**config.mk**
```make
export PLATFORM = sky130hd
export DESIGN_NAME = display_scan_ctrl
export DESIGN_NICKNAME = d
export VERILOG_FILES = /design/src/rtl/display_scan_ctrl_pkg.sv /design/src/rtl/display_scan_ctrl_bin_a_bcd.sv /design/src/rtl/display_scan_ctrl.sv
export SDC_FILE = /design/constraint.sdc
export NUM_CORES = 1
export LEC_CHECK = 0
export BUFFER_PORTS_ARGS = -buffer_cell sky130_fd_sc_hd__clkbuf_2
export CORE_MARGIN = 2
export CORE_UTILIZATION = 45
export CTS_CLUSTER_SIZE = 16
export DETAILED_ROUTE_END_ITERATION = 8
export PLACE_DENSITY = 0.64
export SYNTH_ARGS = -nofsm -noshare
export SYNTH_HDL_FRONTEND = slang
export SYNTH_SLANG_ARGS = --single-unit
```
**constraint.sdc**
```tcl
create_clock -name clk -period 2 [get_ports clk]
set_input_delay 0.2 -clock clk [delete_from_list [all_inputs] [get_ports clk]]
set_output_delay 0.2 -clock clk [all_outputs]
set_load 0.05 [all_outputs]
```
**src/rtl/display_scan_ctrl_pkg.sv**
```systemverilog
// Shared constants, types and the double-dabble step used by the display scan
// controller and its binary-to-BCD converter.
package display_scan_ctrl_pkg;

  localparam int unsigned NUM_DIGITS = 4;
  localparam int unsigned CONV_LEN   = 8;
  localparam int unsigned BIN_W      = 8;
  localparam int unsigned BCD_W      = 12;
  localparam int unsigned ACC_W      = BCD_W + BIN_W;
  localparam int unsigned IDX_W      = $clog2(NUM_DIGITS);
  localparam int unsigned CNT_W      = $clog2(CONV_LEN);

  localparam logic [3:0] BLANK    = 4'hF;
  localparam logic [3:0] AN_UNITS = 4'b1110;
  localparam logic [3:0] AN_TENS  = 4'b1101;
  localparam logic [3:0] AN_HUND  = 4'b1011;
  localparam logic [3:0] AN_SPARE = 4'b0111;

  typedef enum logic [1:0] {
    CONV_IDLE  = 2'd0,
    CONV_SHIFT = 2'd1,
    CONV_DONE  = 2'd2
  } conv_state_e;

  typedef struct packed {
    logic [3:0] hund;
    logic [3:0] tens;
    logic [3:0] units;
  } bcd_t;

  // One add-3-then-shift step on the {bcd, binary} accumulator.
  function automatic logic [ACC_W-1:0] dd_step(input logic [ACC_W-1:0] acc);
    logic [ACC_W-1:0] a;
    a = acc;
    for (int i = 0; i < 3; i++) begin
      if (a[BIN_W+4*i +: 4] >= 4'd5) a[BIN_W+4*i +: 4] = a[BIN_W+4*i +: 4] + 4'd3;
    end
    return a << 1;
  endfunction

endpackage

```
**src/rtl/display_scan_ctrl_bin_a_bcd.sv**
```systemverilog
// Sequential binary-to-BCD converter: the load edge performs the first shift,
// seven more follow, and a one-cycle done state presents the final result.
module bin_a_bcd
  import display_scan_ctrl_pkg::*;
(
  input  logic        clk,
  input  logic        rst_n,
  input  logic        start,
  input  logic [7:0]  bin,
  output logic        busy,
  output logic        done,
  output logic [11:0] bcd
);

  conv_state_e            state, state_nxt;
  logic [ACC_W-1:0]       acc;
  logic [CNT_W-1:0]       cnt;

  always_ff @(posedge clk or negedge rst_n) begin
    if (!rst_n) state <= CONV_IDLE;
    else        state <= state_nxt;
  end

  always_comb begin
    state_nxt = state;
    case (state)
      CONV_IDLE:  if (start) state_nxt = CONV_SHIFT;
      CONV_SHIFT: if (cnt == CNT_W'(CONV_LEN - 1)) state_nxt = CONV_DONE;
      CONV_DONE:  state_nxt = CONV_IDLE;
      default:    state_nxt = CONV_IDLE;
    endcase
  end

  always_comb begin
    busy = 1'b0;
    done = 1'b0;
    if (state != CONV_IDLE) busy = 1'b1;
    if (state == CONV_DONE) done = 1'b1;
  end

  // cnt holds the number of shifts already applied to acc.
  always_ff @(posedge clk or negedge rst_n) begin
    if (!rst_n) begin
      acc <= '0;
      cnt <= '0;
    end else if (state == CONV_IDLE && start) begin
      acc <= dd_step({BCD_W'(0), bin});
      cnt <= CNT_W'(1);
    end else if (state == CONV_SHIFT) begin
      acc <= dd_step(acc);
      cnt <= cnt + CNT_W'(1);
    end
  end

  assign bcd = acc[ACC_W-1:BIN_W];

endmodule

```
**src/rtl/display_scan_ctrl.sv**
```systemverilog
// Four-digit multiplexed 7-segment scan controller with leading-zero blanking;
// digits come from the bin_a_bcd converter and update atomically.
module display_scan_ctrl
  import display_scan_ctrl_pkg::*;
#(
  parameter int unsigned PRESCALE = 50000
) (
  input  logic       clk,
  input  logic       rst_n,
  input  logic [7:0] numeroBin,
  input  logic       cargar,
  output logic       ocupado,
  output logic [3:0] numeroDCU,
  output logic [3:0] anodos
);

  localparam int unsigned PS_W = $clog2(PRESCALE);

  logic [PS_W-1:0]  presc;
  logic             tick;
  logic [IDX_W-1:0] idx;
  bcd_t             digits;
  logic             conv_done;
  logic [BCD_W-1:0] conv_bcd;

  bin_a_bcd u_conv (
    .clk   (clk),
    .rst_n (rst_n),
    .start (cargar),
    .bin   (numeroBin),
    .busy  (ocupado),
    .done  (conv_done),
    .bcd   (conv_bcd)
  );

  assign tick = (presc == PS_W'(PRESCALE - 1));

  // Scan timing and digit registers; the converter never touches the index.
  always_ff @(posedge clk or negedge rst_n) begin
    if (!rst_n) begin
      presc  <= '0;
      idx    <= '0;
      digits <= '0;
    end else begin
      presc <= tick ? '0 : presc + PS_W'(1);
      if (tick)      idx    <= idx + IDX_W'(1);
      if (conv_done) digits <= bcd_t'(conv_bcd);
    end
  end

  always_comb begin
    anodos    = AN_SPARE;
    numeroDCU = BLANK;
    case (idx)
      2'd0: begin
        anodos    = AN_UNITS;
        numeroDCU = digits.units;
      end
      2'd1: begin
        anodos    = AN_TENS;
        numeroDCU = (digits.hund == 4'd0 && digits.tens == 4'd0) ? BLANK : digits.tens;
      end
      2'd2: begin
        anodos    = AN_HUND;
        numeroDCU = (digits.hund == 4'd0) ? BLANK : digits.hund;
      end
      default: begin
        anodos    = AN_SPARE;
        numeroDCU = BLANK;
      end
    endcase
  end

endmodule

```
==> results, run 1 <==
- The initial antenna violation count was 0.
- Data on the critical path arrives at its endpoint at 1.64 ns.
- The net count of the finished layout is around 310.
- The pre-antenna-repair detailed-routing pass consisted of 4 iterations.
- The starting density of the core is 0.458.
- After detailed routing, the total wire length is roughly 4800 um.
- The proportion of power drawn by combinational gates is 0.383.
- The number of distinct library cell variants in the gate-level netlist after synthesis is 32.
- The die is 81.1 um tall.
- The H-tree was split into 2 levels.
- The share of total power dissipated in the clock network is 0.161.
- For this run, the slowest stage of the critical path takes approximately 0.41 ns.
- The fmax is 544 MHz.
- Across every metal layer, demand over resource in global routing totals 0.175.
- The run finished with clean final reports.
- Setup repair after global routing left no endpoint under its margin.
- The total power draw is 3.53 mW.
- The final-layout fill cell count is between 500 and 600.
- The final cell count without fillers is 363.
- The number of antenna diodes in the final layout is 0.
- The number of global-route vias before repair is 1888.
- For this run, the register share of the synthesized area comes to 0.505.
- The clock latency on the worst-skew pair is 0.30 ns.
- The worst setup path is captured at a primary output.
- Sorting the synthesized cells by area gives the leading types as sky130_fd_sc_hd__dfrtp_1 50%, sky130_fd_sc_hd__ha_1 7.0%, sky130_fd_sc_hd__o21ai_0 5.8%, sky130_fd_sc_hd__xnor2_1 3.9%, sky130_fd_sc_hd__nand2_1 3.6%.
- Relative to the synthesized area, the layout overhead comes to 10.8%.
- The first global-routing pass estimated between 8000 and 9000 um of wire.
- The buffers inserted during post-CTS setup optimization is 0.
- The floorplan step defined a core boundary enclosing between 5000 and 6000 um2.
- The placed wire-length estimate after detailed placement is 3430 um.
- The via count is 1908.
- STA puts the critical path data required time at 1.80 ns.
- IR analysis of the VDD net gives a maximum drop of 697 uV.
- The area of the mapped netlist is between 2000 and 3000 um2.
- For this design the top-level I/O count stands at 20.
- The iteration-0 DRC count of the detailed router is 96.
- The area of the die is 6580 um2.
- Setup violations remaining at the end of the flow were counted as 0.
- In the final routed layout, each cell accounts on average for between 10 and 15 um.
- The TritonCTS clock tree is built.
- The pin count of the biggest net entering global routing is 55.
- Traced cell by cell, the critical path runs through nor4_2, and2_1, o21ai_0, nand3_1, buf_2.
- Synthesis produced a netlist with a net count of 290.
- The cts-stage hold buffer count is 0.
- The number of register bits inferred by synthesis is between 50 and 60.
- The final count of pins violating max slew is 0.
- The largest individual stage delay along the critical path comes from the cell sky130_fd_sc_hd__dfrtp_1.
- Counting tap cells, the placed design contains a total of 356 instances.
- The sequential fraction of design power is 0.457.
- The cell-internal power is 2.21 mW.
- Measured on the finished design, the core utilization comes to 0.507.
- The number of rows in the core area is 28.
- The register clock-pin slew on the reported worst setup and hold paths is 0.09 ns.
- The peak fanout along the critical path is 4.
- For this design the ratio of total power to cell area is 1190 nW/um2.
- The transition time at the pin with the least slew margin is 0.676 ns.
- The switching portion of total power is 0.372.
- In this run the remaining antenna-violating nets after routing total 0.
- After clock tree synthesis, the repair step resized 0 gates.
- The maximum root-to-sink buffer count is 2.
- The headroom to the max-slew limit is 0.549.
- After routing, the total negative slack on setup checks comes to 0 ns.
- For the finished layout, the period the worst path requires is 1.84 ns.
- Synthesis handed over a netlist of 264 instances.
- At the end of routability-driven placement, the weighted congestion stood at 0.829.
- The total count of hold-check failures in the final report is 0.
- The residual DRC count is 0.
- The worst hold path class is in -> async.
- The number of CTS-inserted buffers is 5.
- The overall overflow remaining after global route is 0.
- The critical path in this run is classified as reg -> out.
- The warning count from the yosys run is 0.
- Across the run, the number of max-cap violations was 0.
- The synthesized area per cell is 10.1 um2.
- The ratio of routed vias to standard cells is ~5.3.
- The analysis attributes to net switching a power of between 1 and 1.5 mW.
- The root cell of the clock tree is sky130_fd_sc_hd__clkbuf_8.
- The share of the clock period used by the worst path after layout is 0.920.
- The cell family with the largest share of critical-path delay is simple AND/OR/NAND/NOR gates.
- The final standard cell area without fillers is slightly below 3000 um2.
- In the final layout, the share of cells above drive strength 1 is 0.160.
- The placement-stage cell area is 2880 um2.
- The leakage power figure is 1.38 nW.
- The count of buffers added on input and output ports is 19.
- Of the post-synthesis cell area, the dominant cell type holds 0.505.
- Counting both buffers and inverters, the worst setup path holds a total of 1.
- Between clock sinks in the finished design, the worst skew comes to approximately 0.0076 ns.
- Summed over all instances, the cell type with the most area after synthesis is sky130_fd_sc_hd__dfrtp_1.
- The startpoint type of the worst setup path is a flop.
- The die boundary width is 81.1 um.
- The count of clock tree sinks is 54.
[Yosys cell counts]
library cell / n
sky130_fd_sc_hd__mux2_2: 7
sky130_fd_sc_hd__nor2_2: 1
sky130_fd_sc_hd__a21oi_1: 9
sky130_fd_sc_hd__nand3_1: 13
sky130_fd_sc_hd__nand4_1: 4
sky130_fd_sc_hd__and3_1: 1
sky130_fd_sc_hd__dfrtp_1: 54
sky130_fd_sc_hd__xnor2_1: 12
sky130_fd_sc_hd__buf_4: 1
sky130_fd_sc_hd__o21bai_1: 1
sky130_fd_sc_hd__a22oi_1: 7
sky130_fd_sc_hd__buf_2: 1
sky130_fd_sc_hd__nor4_1: 3
sky130_fd_sc_hd__inv_1: 16
sky130_fd_sc_hd__or2_2: 1
sky130_fd_sc_hd__nor4b_2: 1
sky130_fd_sc_hd__nor2b_1: 2
sky130_fd_sc_hd__nor3_1: 6
sky130_fd_sc_hd__nor2_1: 15
sky130_fd_sc_hd__ha_1: 15
sky130_fd_sc_hd__nand2_1: 26
sky130_fd_sc_hd__mux2i_1: 3
sky130_fd_sc_hd__and2_1: 2
sky130_fd_sc_hd__nand2b_1: 5
sky130_fd_sc_hd__xor2_1: 8
sky130_fd_sc_hd__a22o_1: 6
sky130_fd_sc_hd__nor4_2: 2
sky130_fd_sc_hd__clkbuf_1: 7
sky130_fd_sc_hd__nor3_2: 1
sky130_fd_sc_hd__nand3_2: 1
sky130_fd_sc_hd__o31ai_1: 2
sky130_fd_sc_hd__o21ai_0: 31
[path summary, 6_finish.rpt]
kind / slack (ns) / endpoint / cells after the start / from
setup reg to reg: 0.43 / idx[1]$_DFFE_PN0N_ / 4 / presc[0]$_DFF_PN0_
hold / removal: 0.005 / u_conv.cnt[1]$_DFFE_PN0P_ / 2 / rst_n
hold reg to reg: 0.49 / u_conv.acc[17]$_DFFE_PN0P_ / 2 / u_conv.acc[17]$_DFFE_PN0P_
min in group clk: 0.18 / u_conv.acc[4]$_DFFE_PN0P_ / 3 / numeroBin[3]
setup / recovery: 0.16 / numeroDCU[0] / 5 / digits[8]$_DFFE_PN0N_
max in group asynchronous: 1.54 / digits[3]$_DFFE_PN0N_ / 2 / rst_n
[flip-flops by register name, summed over array words and instances, names as in the netlist]
name and count:
digits 12, u_conv.cnt 3, presc 16, u_conv.state 2, u_conv.acc 19, idx 2
[layer usage]
metal | track usage | up-vias | wire (um)
met4 | 0.0627 | 0 | 65
met1 | 0.251 | 921 | 2520
met5 | 0 | - | 0
met3 | 0.0389 | 4 | 138
li1 | - | 952 | -
met2 | 0.262 | 31 | 2130
[layout by cell type, fill, tap and decap left out, types with 9 or more instances in the layout]
cell type and count:
sky130_fd_sc_hd__nand3_1 13, sky130_fd_sc_hd__dfrtp_1 54, sky130_fd_sc_hd__nand2_1 26, sky130_fd_sc_hd__xnor2_1 12
sky130_fd_sc_hd__nor2_1 15, sky130_fd_sc_hd__inv_1 16, sky130_fd_sc_hd__o21ai_0 31, sky130_fd_sc_hd__a21oi_1 9
sky130_fd_sc_hd__ha_1 15, sky130_fd_sc_hd__clkbuf_2 15
[power groups by stage]
stage / Clock, mW / Sequential (mW) / Combinational, mW
final: 0.567 / 1.61 / 1.35
after global routing: 0.626 / 1.65 / 1.54
after CTS: 0.592 / 1.61 / 1.35
after detailed placement: 0 / 1.63 / 1.35
after global placement: 0 / 1.61 / 1.31
after floorplan: 0 / 1.56 / 1.03
[cells by family after synthesis]
family / count (synthesis) / share of synthesized area
flops: 54 / 0.505
fa+ha+maj: 15 / 0.0701
compound gates: 56 / 0.122
mux: 10 / 0.0407
buf+inv: 25 / 0.0369
simple gates: 84 / 0.160
xor+xnor: 20 / 0.0654
[final cells by class]
type | count | area (um2) | area share
well taps | 75 | 93.8 | 0.0316
clock buffers | 7 | 76.3 | 0.0257
repair buffers | 26 | 153 | 0.0514
multi-input cells | 185 | 1230 | 0.416
inverters | 16 | 60.1 | 0.0202
flip-flops and latches | 54 | 1350 | 0.455
[stage by stage]
step	worst slack, ns	hold WS [ns]
after floorplan	0.336	-0.0956
after global placement	0.472	0.370
after detailed placement	0.415	0.375
after CTS	0.0667	0.0387
after global routing	0.00956	0.0754
final	0.160	0.00508
(Power assumes the default switching activity.)
==> run 2, diff against run 1 <==
--- a/config.mk
+++ b/config.mk
@@ -5,7 +5,7 @@
 export SDC_FILE = /design/constraint.sdc
 export NUM_CORES = 1
 export LEC_CHECK = 0
-export BUFFER_PORTS_ARGS = -buffer_cell sky130_fd_sc_hd__clkbuf_2
+export BUFFER_PORTS_ARGS = -buffer_cell sky130_fd_sc_hd__buf_4
 export CORE_MARGIN = 2
 export CORE_UTILIZATION = 45
 export CTS_CLUSTER_SIZE = 16
==> run 2 against run 1 <==
  * Critical endpoint is now numeroDCU[3]
  * Flip-flop and latch count stayed put
  * Global-route usage fell by 1.2 points
  * Critical path depth stayed put
  * Clock power rose by 22%
  * Clock skew fell by 0.0023 ns
  * Total power rose by 3.5%
  * Sequential share of layout area is 1.2 points lower
  * Utilization rose by 1.3 points
  * Via count shrank 3.2%
  * Highest routed layer unchanged
  * Non-clock buffer count did not move
  * Die area stayed put
==> results, run 2 (synthesis gave the netlist of run 1 again) <==
- The number of antenna diodes in the final layout is 0.
- The overall overflow remaining after global route is 0.
- In the final timing run, aggregate negative setup slack is 0 ns.
- For this run, the share of the core covered by cells in the final layout is 0.521.
- The multi-input combinational cell area is 1230 um2.
- Routability-driven placement finished with a final weighted congestion of around 0.77.
- The relative contribution of the clock network to total power is 0.189.
- Pin placement for this block handled 20 I/O pins.
- The final routed wirelength across all metal layers is 4590 um.
- After clock tree synthesis, the clock-pin slew on the worst setup and hold paths is ~0.090 ns.
- After detailed routing, the average wire length per cell comes to 12.6 um.
- The quantity of I/O buffers inserted on ports is 19.
- At the pin with the least slew margin, the transition time is 0.671 ns.
- Max-cap violations in this run came to 0.
- In this run the worst path has a maximum fanout of 4.
- The slowest cell on the critical path is sky130_fd_sc_hd__dfrtp_1.
- The sequential cells in the finished layout cover a total of around 1400 um2.
- For this run, the post-layout net count is 314.
- The die covers 6580 um2.
- The worst-case IR drop observed on VDD is 685 uV.
- The run finished with clean final reports.
- Of the total power, the share spent switching nets is 0.358.
- The via count is between 1500 and 2000.
- The first TritonRoute pass finished after 4 iterations.
- Final hold analysis gives a worst-case slack of 0.180 ns.
- The total global-route track usage is 0.163.
- The proportion of power drawn by combinational gates is 0.374.
- The critical path goes through nor4_2, and2_1, o21ai_0, nand3_1, buf_4.
- The worst setup path is launched from a flop.
- The min-delay analysis places its worst path in the category in -> reg.
- The number of CTS-inserted buffers is 5.
- The placed wire-length estimate after detailed placement is 3240 um.
- For this design, the sink count on the clock tree is 54.
- The worst pin sits at a relative slew slack of 0.553.
- The number of global-route vias before repair was 1823.
- The vertical die dimension is 81.1 um.
- The worst setup path is captured at a primary output.
- The root buffer cell chosen for the clock tree is sky130_fd_sc_hd__clkbuf_8.
- The leakage power figure is 1.41 nW.
- The buffers inserted during post-CTS setup optimization is 0.
- For flop-to-flop paths, the worst setup slack is roughly 0.46 ns.
- The total count of hold-check failures in the final report was 0.
- The share of total power dissipated in sequential elements is 0.437.
- The starting density of the core is 0.458.
- The initial antenna violation count is 0.
- The signal arrival time at the worst endpoint is 1.60 ns.
- The final worst clock skew is 0.00523 ns.
- No sink is reached through more buffers than the 2 on the longest clock path.
- Setup repair after global routing left no endpoint under its margin.
- The area growth from synthesis to layout is 13.8%.
- In this run the core area contains 28 standard-cell rows.
- The placement-stage cell area is 2920 um2.
- Prior to clock tree synthesis, the placed netlist has a worst setup slack of approximately 0.45 ns.
- The final critical-path required period is 1.80 ns.
- The final standard cell area without fillers is 3050 um2.
- After floorplanning, the core was sized to cover 5850 um2.
- The cell-internal power is between 2 and 2.5 mW.
- Setup violations remaining at the end of the flow were counted as 0.
- In this run the power spent charging and discharging nets is 1.31 mW.
- The final critical-path setup slack is 0.197 ns.
- The final-layout fill cell count is 534.
- In the routed layout, each cell is associated on average with a via count of 5.07.
- The power density relative to cell area is between 1000 and 1500 nW/um2.
- The critical setup path kind is reg -> out.
- In this design, the stage delay of the slowest critical-path cell is slightly above 0.4 ns.
- The remaining antenna violation count is 0.
- At the later pin of the worst-skew pair, clock insertion delay measures 0.30 ns.
- At the worst endpoint, the required time is 1.80 ns.
- The flip-flop count of the largest register after layout is 19.
- From left edge to right edge, the die measures 81.1 um.
- Of the cells placed in the final design, the portion with a size suffix greater than 1 is 0.166.
- The first global-routing pass estimated 8310 um of wire.
- The library cell used most frequently in the layout, excluding fill and tap cells, is sky130_fd_sc_hd__dfrtp_1.
- The register name with the most flops is u_conv.acc.
- After detailed routing, the number of remaining DRC violations is 0.
- The pin count of the biggest net entering global routing is 55.
- The fmax is 554 MHz.
- In the layout the commonest cells are 54 x sky130_fd_sc_hd__dfrtp_1, 31 x sky130_fd_sc_hd__o21ai_0, 26 x sky130_fd_sc_hd__nand2_1, 25 x sky130_fd_sc_hd__buf_4, 16 x sky130_fd_sc_hd__inv_1.
- After the first detailed-routing iteration, the DRC count stood at 66.
- The maximum level of the CTS H-tree is 2.
- In the finished design, the share of the clock period the worst path needs comes to 0.902.
- The final count of pins violating max slew came to 0.
- TritonCTS built the clock tree.
- The largest registers in the layout are u_conv.acc (19), presc (16), digits (12).
[run 2: cell types whose count changed in the layout (fill, tap and decap cells not counted)]
cell / previous run / this run
sky130_fd_sc_hd__buf_4: 7 / 25
sky130_fd_sc_hd__clkbuf_2: 15 / 0
sky130_fd_sc_hd__clkbuf_8: 5 / 8
sky130_fd_sc_hd__buf_2: 2 / 0
sky130_fd_sc_hd__clkbuf_1: 2 / 0
sky130_fd_sc_hd__clkbuf_4: 2 / 0
sky130_fd_sc_hd__dlygate4sd3_1: 0 / 1
[run 2: worst paths after layout]
check / startpoint / to / cells after the start
max in group asynchronous: rst_n / u_conv.acc[9]$_DFFE_PN0P_ / 2
hold / removal: numeroBin[3] / u_conv.acc[4]$_DFFE_PN0P_ / 3
setup / recovery: digits[8]$_DFFE_PN0N_ / numeroDCU[3] / 5
setup reg to reg: presc[0]$_DFF_PN0_ / idx[1]$_DFFE_PN0N_ / 4
min in group asynchronous: rst_n / u_conv.cnt[2]$_DFFE_PN0P_ / 2
hold reg to reg: presc[0]$_DFF_PN0_ / presc[0]$_DFF_PN0_ / 1
[run 2: through the flow]
| stage | power [mW] | instances |
|---|---|---|
| 6_report | 3.65 | 364 |
| 5_1_grt | 3.95 | 364 |
| 4_1_cts | 3.69 | 364 |
| 3_5_place_dp | 2.99 | 355 |
| 3_3_place_gp | 2.95 | 355 |
| 2_1_floorplan | 2.60 | 264 |
[run 2: metal layers]
layer  GRT usage  up-vias  routed length [um]
met3      0.0333        5                 151
met1       0.233      862                2420
li1            -      952                   -
met5           0        -                   0
met2       0.256       28                1970
met4      0.0407        0                  49
[run 2: timing repair]
item,in CTS,in global routing
endpoints found under the hold margin,54,0
hold buffers,1,0
resized for setup,0,1
endpoints found under the setup margin,0,4
[run 2: layout make-up]
class,count,share of cell area
inverters,16,0.0197
clock buffers,8,0.0361
multi-input cells,185,0.405
flip-flops and latches,54,0.444
repair buffers,26,0.0649
well taps,75,0.0308
[run 2: power by group through the flow]
stage / Clock (mW) / Sequential, mW / Combinational (mW)
6_report: 0.689 / 1.60 / 1.36
4_1_cts: 0.713 / 1.60 / 1.38
3_5_place_dp: 0 / 1.62 / 1.38
3_3_place_gp: 0 / 1.61 / 1.34
5_1_grt: 0.748 / 1.65 / 1.55
2_1_floorplan: 0 / 1.56 / 1.03
[run 2: worst max-delay path: cells and delay by family, from the launching register on]
kind            cells  cell delay, ns
flops               1            0.41
buf+inv             1            0.20
simple gates        3            0.62
compound gates      1            0.09
==> run 3, diff against run 2 <==
--- a/config.mk
+++ b/config.mk
@@ -10,7 +10,8 @@
 export CORE_UTILIZATION = 45
 export CTS_CLUSTER_SIZE = 16
 export DETAILED_ROUTE_END_ITERATION = 8
-export PLACE_DENSITY = 0.64
+export PLACE_DENSITY_LB_ADDON = 0.2
+export RECOVER_POWER = 50
 export SYNTH_ARGS = -nofsm -noshare
 export SYNTH_HDL_FRONTEND = slang
 export SYNTH_SLANG_ARGS = --single-unit
==> run 3 against run 2 <==
  * Die area unchanged
  * Sequential share of layout area shrank 0.31 points
  * Sequential power about the same
  * Via count up 4.3%
  * Count of clock-buffer cells in the layout is 3 lower
  * Critical path type unchanged
  * Critical endpoint is now numeroDCU[2]
==> results, run 3 (synthesis gave the netlist of run 1 again) <==
- The maximum level of the CTS H-tree is 2.
- The critical path is of the reg -> out type.
- The total count of hold-check failures in the final report is 0.
- The average detailed-routed wire length per instance is 13.1 um.
- Based on the critical path, the design can be clocked at up to 554 MHz.
- The total global-route track usage is 0.170.
- Setup repair after global routing left no endpoint under its margin.
- For this design the static power due to leakage is roughly 1.4 nW.
- The final critical-path required period is roughly 1.8 ns.
- The residual DRC count is 0.
- The floorplan step defined a die boundary enclosing approximately 6600 um2.
- In this run the worst hold path is classified as in -> reg.
- The peak fanout along the critical path is 4.
- Across all layers, the routed design uses roughly 1900 vias.
- The post-layout net count is 314.
- Setup violations remaining at the end of the flow were counted as 0.
- In this run the power density over the cells is 1250 nW/um2.
- The tool flagged a number of max-cap violations equal to 0.
- Relative to the synthesized area, the layout overhead comes to 14.6%.
- The vertical die dimension is 81.1 um.
- In this run the core area contains 28 standard-cell rows.
- The number of CTS-inserted buffers is 5.
- In the routed layout, each cell is associated on average with a via count of 5.29.
- The number of global-route vias before repair is 1922.
- The largest registers in the layout are u_conv.acc (19), presc (16), digits (12).
- The maximum root-to-sink buffer count is 2.
- At the worst endpoint, the required time is 1.80 ns.
- The flow ran to the end, and the final reports show no timing, DRC or antenna violations.
- The overall overflow remaining after global route is 0.
- The initial antenna violation count came to 0.
- The iteration-0 DRC count of the detailed router is 95.
- The headroom to the max-slew limit is 0.132.
- The transition time at the pin with the least slew margin is 1.30 ns.
- The wire length of the first global-routing pass is just under 9000 um.
- The library cell used most frequently in the layout, excluding fill and tap cells, is sky130_fd_sc_hd__dfrtp_1.
- The quantity of I/O buffers inserted on ports is 19.
- The share of the core filled with cells is 0.524.
- STA classifies the critical path endpoint as a primary output.
- The number of I/O pins is 20.
- The total negative slack is 0 ns.
- Data arrives at the worst endpoint at 1.60 ns.
- The final count of pins violating max slew is 0.
- The congestion estimate from routability-driven global placement came to 0.749.
- The clock drives 54 sinks.
- The number of diodes is 0.
- The remaining antenna violation count is 0.
- The top cell types in the final layout, fill and taps aside, are 54 x sky130_fd_sc_hd__dfrtp_1, 31 x sky130_fd_sc_hd__o21ai_0, 26 x sky130_fd_sc_hd__nand2_1, 23 x sky130_fd_sc_hd__buf_4, 16 x sky130_fd_sc_hd__inv_1.
- The placed wire-length estimate after detailed placement is 3300 um.
- After clock tree synthesis, the clock-pin slew on the worst setup and hold paths is around 0.090 ns.
- The share of the clock period used by the worst path after layout is 0.902.
- The worst IR drop on VDD is 744 uV.
- In the final layout, the share of cells above drive strength 1 is 0.163.
- In this run the standard cell core region covers 5850 um2.
- Post-CTS timing repair inserted 0 buffers for setup.
- The startpoint type of the worst setup path is a flop.
- The register name with the most flops is u_conv.acc.
- The clock latency on the worst-skew pair is 0.31 ns.
- The cell sitting at the root of the clock tree is a sky130_fd_sc_hd__clkbuf_8.
- For this block, the routed nets add up to between 4000 and 5000 um of wire.
- The TritonCTS clock tree is built.
- Between clock sinks in the finished design, the worst skew comes to 0.0110 ns.
- The pre-antenna-repair detailed-routing pass consisted of 4 iterations.
- The die boundary width is 81.1 um.
- The flip-flop count of the largest register after layout is 19.
- Entering global routing, the biggest net connects 55 pins.
- For this configuration, the core starts out at a cell density of 0.458.
run 3: cell types whose count changed in the layout (fill, tap and decap cells not counted), sizes merged:
cell / previous run / this run
clkbuf: 8 / 7
buf: 25 / 23
bufinv: 0 / 2
clkinv: 0 / 1
run 3: worst max-delay path: stages (launching register included):
cell and delay, ns:
sky130_fd_sc_hd__dfrtp_1 0.40, sky130_fd_sc_hd__nor4_2 0.31, sky130_fd_sc_hd__and2_1 0.21, sky130_fd_sc_hd__o21ai_0 0.10, sky130_fd_sc_hd__nand3_1 0.09, sky130_fd_sc_hd__buf_4 0.20
run 3: power breakdown:
part | switching, mW | total, mW | internal [mW] | leakage, nW
Sequential | 0.221 | 1.60 | 1.38 | 0.707
Clock | 0.364 | 0.865 | 0.502 | 0.0683
Combinational | 0.759 | 1.36 | 0.605 | 0.636
run 3: final cells by class:
type                    count  area (um2)
repair buffers             26         191
inverters                  16        60.1
well taps                  75        93.8
clock buffers               5        68.8
flip-flops and latches     54        1350
fillers                   552        2780
clock inverters             3        68.8
multi-input cells         185        1230
run 3: through the flow:
stage / power [mW] / worst slack (ns) / cell area, um2 / hold WS (ns) / cells
final: 3.83 / 0.196 / 3070 / 0.179 / 364
after global routing: 4.15 / 0.0365 / 3070 / 0.204 / 364
after CTS: 3.87 / 0.107 / 3070 / 0.172 / 364
after detailed placement: 2.99 / 0.448 / 2920 / 0.289 / 355
after global placement: 2.96 / 0.469 / 2920 / 0.290 / 355
after floorplan: 2.60 / 0.336 / 2680 / -0.0956 / 264
run 3: final timing paths:
check                                       startpoint                          to  slack [ns]  cells after the start
min in group asynchronous                        rst_n       digits[6]$_DFFE_PN0N_        0.71                      2
hold reg to reg             u_conv.acc[17]$_DFFE_PN0P_  u_conv.acc[17]$_DFFE_PN0P_        0.49                      2
max in group asynchronous                        rst_n   u_conv.acc[8]$_DFFE_PN0P_        0.51                      2
hold / removal                            numeroBin[3]   u_conv.acc[4]$_DFFE_PN0P_        0.18                      3
setup / recovery                 digits[8]$_DFFE_PN0N_                numeroDCU[2]        0.20                      5
setup reg to reg           u_conv.state[1]$_DFFE_PN0P_  u_conv.acc[15]$_DFFE_PN0P_        0.45                      5
run 3: metal layers:
metal / vias up / track usage / routed length, um
met5: - / 0 / 0
met1: 930 / 0.232 / 2350
li1: 954 / - / -
met3: 7 / 0.0344 / 190
met2: 35 / 0.269 / 2150
met4: 0 / 0.0593 / 77
run 3: what timing repair did:
item,in CTS,in global routing
hold buffers,1,0
gates resized for setup,0,1
endpoints found under the hold margin,54,0
endpoints found under the setup margin,0,4
